$ cat src/rtl/sequencer_pkg.sv
// Shared encodings for the phase sequencer: states, phase codes, opcode fields.
// Latency: n/a (constants and pure helper functions only).
// Backpressure: n/a.
package sequencer_pkg;

  typedef enum logic [2:0] {
    ST_IDLE = 3'd0,
    ST_P1   = 3'd1,
    ST_P2   = 3'd2,
    ST_P3   = 3'd3,
    ST_P4   = 3'd4,
    ST_P5   = 3'd5,
    ST_HALT = 3'd7
  } state_t;

  localparam logic [2:0] PH_IDLE = 3'b000;
  localparam logic [2:0] PH_1    = 3'b001;
  localparam logic [2:0] PH_2    = 3'b010;
  localparam logic [2:0] PH_3    = 3'b011;
  localparam logic [2:0] PH_4    = 3'b100;
  localparam logic [2:0] PH_5    = 3'b101;

  localparam logic [1:0] OP_ALU      = 2'b11;
  localparam logic [3:0] SUB_HLT     = 4'b1111;
  localparam logic [3:0] FLAG_LO_MAX = 4'b0101;
  localparam logic [3:0] FLAG_HI_MIN = 4'b1000;
  localparam logic [3:0] FLAG_HI_MAX = 4'b1011;

  function automatic logic is_hlt(input logic [15:0] ir);
    return (ir[15:14] == OP_ALU) && (ir[7:4] == SUB_HLT);
  endfunction

  // ALU sub-ops 0..5 and 8..11 update the condition flags.
  function automatic logic sets_flags(input logic [15:0] ir);
    return (ir[15:14] == OP_ALU) &&
           ((ir[7:4] <= FLAG_LO_MAX) ||
            ((ir[7:4] >= FLAG_HI_MIN) && (ir[7:4] <= FLAG_HI_MAX)));
  endfunction

endpackage

$ cat src/rtl/btn_sync.sv
// Two-flop synchronizer for a raw button plus a one-cycle rising-edge pulse.
// Latency: button rising before edge k gives a pulse sampled by downstream logic at edge k+2.
// Backpressure: none; a pulse is produced for every synchronized rising edge.
module btn_sync (
  input  logic clk,
  input  logic rst,
  input  logic btn,
  output logic pulse
);

  // sr[1:0] is the metastability chain, sr[2] holds the previous synchronized level.
  logic [2:0] sr;

  // Shift the raw button through the synchronizer and history flop.
  always_ff @(posedge clk or negedge rst) begin
    if (!rst) begin
      sr <= 3'b000;
    end else begin
      sr <= {sr[1:0], btn};
    end
  end

  assign pulse = sr[1] & ~sr[2];

endmodule

$ cat src/rtl/phase_sequencer.sv
// Five-phase instruction sequencer with run/step control, IR, flag latch and retire counter.
// Latency: one phase per clock; button edges act two clocks after their first sampling edge.
// Backpressure: none; step edges ignored outside IDLE, run edges ignored in HALT.
module phase_sequencer
  import sequencer_pkg::*;
(
  input  logic        clk,
  input  logic        rst,
  input  logic        run_btn,
  input  logic        step_btn,
  input  logic [15:0] mem_data,
  input  logic [3:0]  flags_in,
  output logic [2:0]  phase,
  output logic [15:0] instruction,
  output logic        S,
  output logic        Z,
  output logic        C,
  output logic        V,
  output logic        running,
  output logic        halted,
  output logic [15:0] instr_count
);

  state_t state;
  logic   stop_pending;
  logic   run_pulse;
  logic   step_pulse;

  btn_sync u_run_sync (
    .clk   (clk),
    .rst   (rst),
    .btn   (run_btn),
    .pulse (run_pulse)
  );

  btn_sync u_step_sync (
    .clk   (clk),
    .rst   (rst),
    .btn   (step_btn),
    .pulse (step_pulse)
  );

  // Sequencer FSM with registered phase, IR, flags, run/halt status and retire counter.
  always_ff @(posedge clk or negedge rst) begin
    if (!rst) begin
      state        <= ST_IDLE;
      phase        <= PH_IDLE;
      instruction  <= 16'h0000;
      {S, Z, C, V} <= 4'b0000;
      running      <= 1'b0;
      halted       <= 1'b0;
      instr_count  <= 16'h0000;
      stop_pending <= 1'b0;
    end else begin
      // A run edge during a running instruction requests a stop after P5.
      if (run_pulse && running && (state inside {ST_P1, ST_P2, ST_P3, ST_P4})) begin
        stop_pending <= 1'b1;
      end

      case (state)
        ST_IDLE: begin
          if (run_pulse) begin
            running <= 1'b1;
            state   <= ST_P1;
            phase   <= PH_1;
          end else if (step_pulse) begin
            state <= ST_P1;
            phase <= PH_1;
          end
        end
        ST_P1: begin
          instruction <= mem_data;
          state       <= ST_P2;
          phase       <= PH_2;
        end
        ST_P2: begin
          if (is_hlt(instruction)) begin
            state        <= ST_HALT;
            phase        <= PH_IDLE;
            halted       <= 1'b1;
            running      <= 1'b0;
            stop_pending <= 1'b0;
            instr_count  <= instr_count + 16'd1;
          end else begin
            state <= ST_P3;
            phase <= PH_3;
          end
        end
        ST_P3: begin
          if (sets_flags(instruction)) begin
            {S, Z, C, V} <= flags_in;
          end
          state <= ST_P4;
          phase <= PH_4;
        end
        ST_P4: begin
          state <= ST_P5;
          phase <= PH_5;
        end
        ST_P5: begin
          instr_count <= instr_count + 16'd1;
          // A run edge landing in P5 itself also counts as a stop request.
          if (running && !stop_pending && !run_pulse) begin
            state <= ST_P1;
            phase <= PH_1;
          end else begin
            state        <= ST_IDLE;
            phase        <= PH_IDLE;
            running      <= 1'b0;
            stop_pending <= 1'b0;
          end
        end
        ST_HALT: begin
          state   <= ST_HALT;
          phase   <= PH_IDLE;
          halted  <= 1'b1;
          running <= 1'b0;
        end
        default: begin
          state <= ST_IDLE;
          phase <= PH_IDLE;
        end
      endcase
    end
  end

endmodule

$ cat config.mk
export PLATFORM = sky130hd
export DESIGN_NAME = phase_sequencer
export DESIGN_NICKNAME = d
export VERILOG_FILES = /design/src/rtl/sequencer_pkg.sv /design/src/rtl/btn_sync.sv /design/src/rtl/phase_sequencer.sv
export SDC_FILE = /design/constraint.sdc
export NUM_CORES = 1
export LEC_CHECK = 0
export BUFFER_PORTS_ARGS = -buffer_cell sky130_fd_sc_hd__buf_2
export CELL_PAD_IN_SITES_DETAIL_PLACEMENT = 0
export CELL_PAD_IN_SITES_GLOBAL_PLACEMENT = 1
export CORE_MARGIN = 2
export CORE_UTILIZATION = 30
export DETAILED_ROUTE_END_ITERATION = 6
export HOLD_SLACK_MARGIN = 0.02
export MAX_ROUTING_LAYER = met4
export PLACE_DENSITY_LB_ADDON = 0.15
export SLEW_MARGIN = 20
export SYNTH_ARGS = -nofsm -noshare
export SYNTH_HDL_FRONTEND = slang
export SYNTH_SLANG_ARGS = --single-unit
$ cat constraint.sdc
create_clock -name clk -period 4.9 [get_ports clk]
set_input_delay 0.735 -clock clk [delete_from_list [all_inputs] [get_ports clk]]
set_output_delay 0.735 -clock clk [all_outputs]
set_load 0.005 [all_outputs]
==> metrics.txt <==
GRT Total Usage=12.3%; cell count after synthesis=174; Top Ports=65; Detailed Routing Iterations Pass 1=4; Crit. Startpoint=state[1]; Routed Wire Length=4.64 mm; Rows=31; Synth area leaders=dfrtp_1 (58%), mux2_2 (8.7%), xor2_1 (5.2%); Overflow after GRT=0; syn_nets=around 200; fin area=2720 um^2; WP data arrival=roughly 2.3 ns; Vert. Die Dim=89.7 um; CTS Buffer Depth=2; Syn Area/Cell=12.7 um^2; pin count of the biggest net entering global routing=52; Setup crit start kind=flip-flop; DIE AREA=8050 um^2; postcts setup bufs=0; Final Skew=approximately 0.0057 ns; DP HPWL=3.12 mm; Detail Route Antenna Nets=0; max_cap viols=0; total core area=7180 um^2; Final min period=2.07 ns; RSZ-0062 raised after global routing=no; leak pwr=~1.3 nW; clk_lat worst skew=0.30 ns; DR iter-0 viols=116; width of the die=89.7 um; final setup violation count=0; Port Buf Inserts=64; DRC=0; fmax=slightly below 0.5 GHz; crit path kind=flip-flop to flip-flop; crit end category=flip-flop; area leader, netlist=dfrtp_1; Slew Viols, Final=0; Final Hold Vio Count=0; register bit total from synthesis=between 50 and 60; R2R Path Start=state[1]; worst reg2reg path depth=4; RR Endpoint=instr_count[7]; post-cts resize count=0; async set or reset register ratio after synthesis=100%; first-pass GRT wire length=between 7 and 8 mm; commonest non-fill, non-tap cell in the layout=buf_2; Clock transition at path regs=~0.1 ns; clk sink count=51; CTS tree=built; Area Overhead vs Synth=23.4%; Post-Synthesis Cell Area=2200 um^2; Worst VDD drop=0.241 mV; TNS Setup=0 ns; worst rel slew slack=44.9%; Worst EP required=roughly 5 ns; vias in the first global route=1591; via density per instance=4.70; Root Driver=clkbuf_8; Placer Congestion=0.716; post-layout net count=265; CP max FO=20; Starting Density=30.7%; antenna violations before repair=0; pwr dens=about 540 nW/um^2; share of cells above drive strength 1=39.8%; Worst Hold Class=flip-flop to flip-flop; termination of the worst setup path=instr_count[7]; Yosys Warn Count=0; vias=1599; Worst-Margin Slew=0.825 ns; CTS Buf Count=5; Cell variety after synth=40; DR WL/cell=13.7 um; CTS H-tree lvls=2; Post-synth EDFFs=0; fin crit share=42.3%; most frequent cells in the layout=buf_2 (64), dfrtp_1 (51), mux2_2 (17), xor2_1 (13), nand2_1 (8); antenna cells=0; sequential element share of the synthesized area=57.9%; Post-CTS Hold Buffers=0; top cell type's share of synthesized area=57.9%; R2R Setup Slk=2.83 ns; Cell Area, Placed=around 2600 um^2; Post-synth top flop=dfrtp_1; status=complete, no violations
cells by family after synthesis:
group / synth area share (%)
adder cells (fa/ha/maj): 0.567
XOR/XNOR: 6.36
multiplexers: 10.2
flip-flops: 57.9
AO/OA/AOI/OAI: 7.72
AND/OR/NAND/NOR: 15.3
buffers and inverters: 1.93
worst min-delay path by stage:
stage | startpoint | to | slack [ns] | depth (start not counted)
6_report | u_step_sync.sr[0] | u_step_sync.sr[1] | 0.36 | 0
2_1_floorplan | u_run_sync.sr[0] | u_run_sync.sr[1] | 0.33 | 0
3_5_place_dp | u_step_sync.sr[0] | u_step_sync.sr[1] | 0.34 | 0
5_1_grt | u_step_sync.sr[0] | u_step_sync.sr[1] | 0.37 | 0
4_1_cts | u_step_sync.sr[0] | u_step_sync.sr[1] | 0.36 | 0
3_3_place_gp | u_step_sync.sr[0] | u_step_sync.sr[1] | 0.33 | 0
layer usage:
layer  up-vias  wire length (um)  track usage [%]
met5         -                 0                -
met4         0                26             3.21
met3         3               216             3.10
met2        53              2090             17.8
met1       784              2310             17.4
li1        759                 -                -
synth_stat cells, types with 3 or more instances:
library cell / n
inv_1: 3
dfrtp_1: 51
o21ai_0: 6
nor3_1: 5
mux2_2: 17
nor4_2: 5
a21o_1: 3
nor2_1: 3
nand2_1: 8
a211oi_1: 3
xor2_1: 13
mux2_1: 3
nor4_1: 3
a21oi_1: 4
clkbuf_1: 3
nor2b_1: 3
nand2b_1: 5
nand3_1: 5
xnor2_1: 3
nand4_1: 3
state kept, by name, indices dropped and copies added (netlist names):
| name | flops |
|---|---|
| S | 1 |
| running | 1 |
| phase | 3 |
| instr_count | 16 |
| stop_pending | 1 |
| u_step_sync.sr | 3 |
| u_run_sync.sr | 3 |
| C | 1 |
| instruction | 16 |
| state | 3 |
| V | 1 |
| Z | 1 |
| halted | 1 |
through the flow:
step / cells / util (%) / setup slack [ns] / hold slack [ns] / total power, mW
finish: 340 / 37.9 / 2.83 / 0.355 / 1.46
global route: 340 / 37.9 / 2.65 / 0.369 / 1.58
CTS: 340 / 37.9 / 2.80 / 0.362 / 1.49
detailed placement: 332 / 36.6 / 2.82 / 0.338 / 1.22
global placement: 332 / 36.6 / 2.83 / 0.334 / 1.21
floorplan: 174 / - / 3.22 / 0.331 / 1.01
worst max-delay path, stage by stage, from the launching register on:
cell,delay (ns)
dfrtp_1,0.70
nand2b_1,0.10
o41a_1,0.59
nor4b_1,0.44
xor2_1,0.18
where the power goes:
group	leakage, nW	switching [mW]	internal, mW	total [mW]
combinational	0.637	0.225	0.276	0.502
clock	0.0484	0.142	0.116	0.259
sequential	0.631	0.138	0.560	0.697
total	1.32	0.506	0.952	1.46
layout make-up:
| class | instances | area, um^2 |
|---|---|---|
| clock inverters | 1 | 8.76 |
| fillers | 726 | 4460 |
| clock buffers | 7 | 86.3 |
| flip-flops and latches | 51 | 1280 |
| well taps | 99 | 124 |
| multi-input cells | 114 | 886 |
| inverters | 3 | 11.3 |
| repair buffers | 65 | 328 |
(Power assumes the default switching activity.)
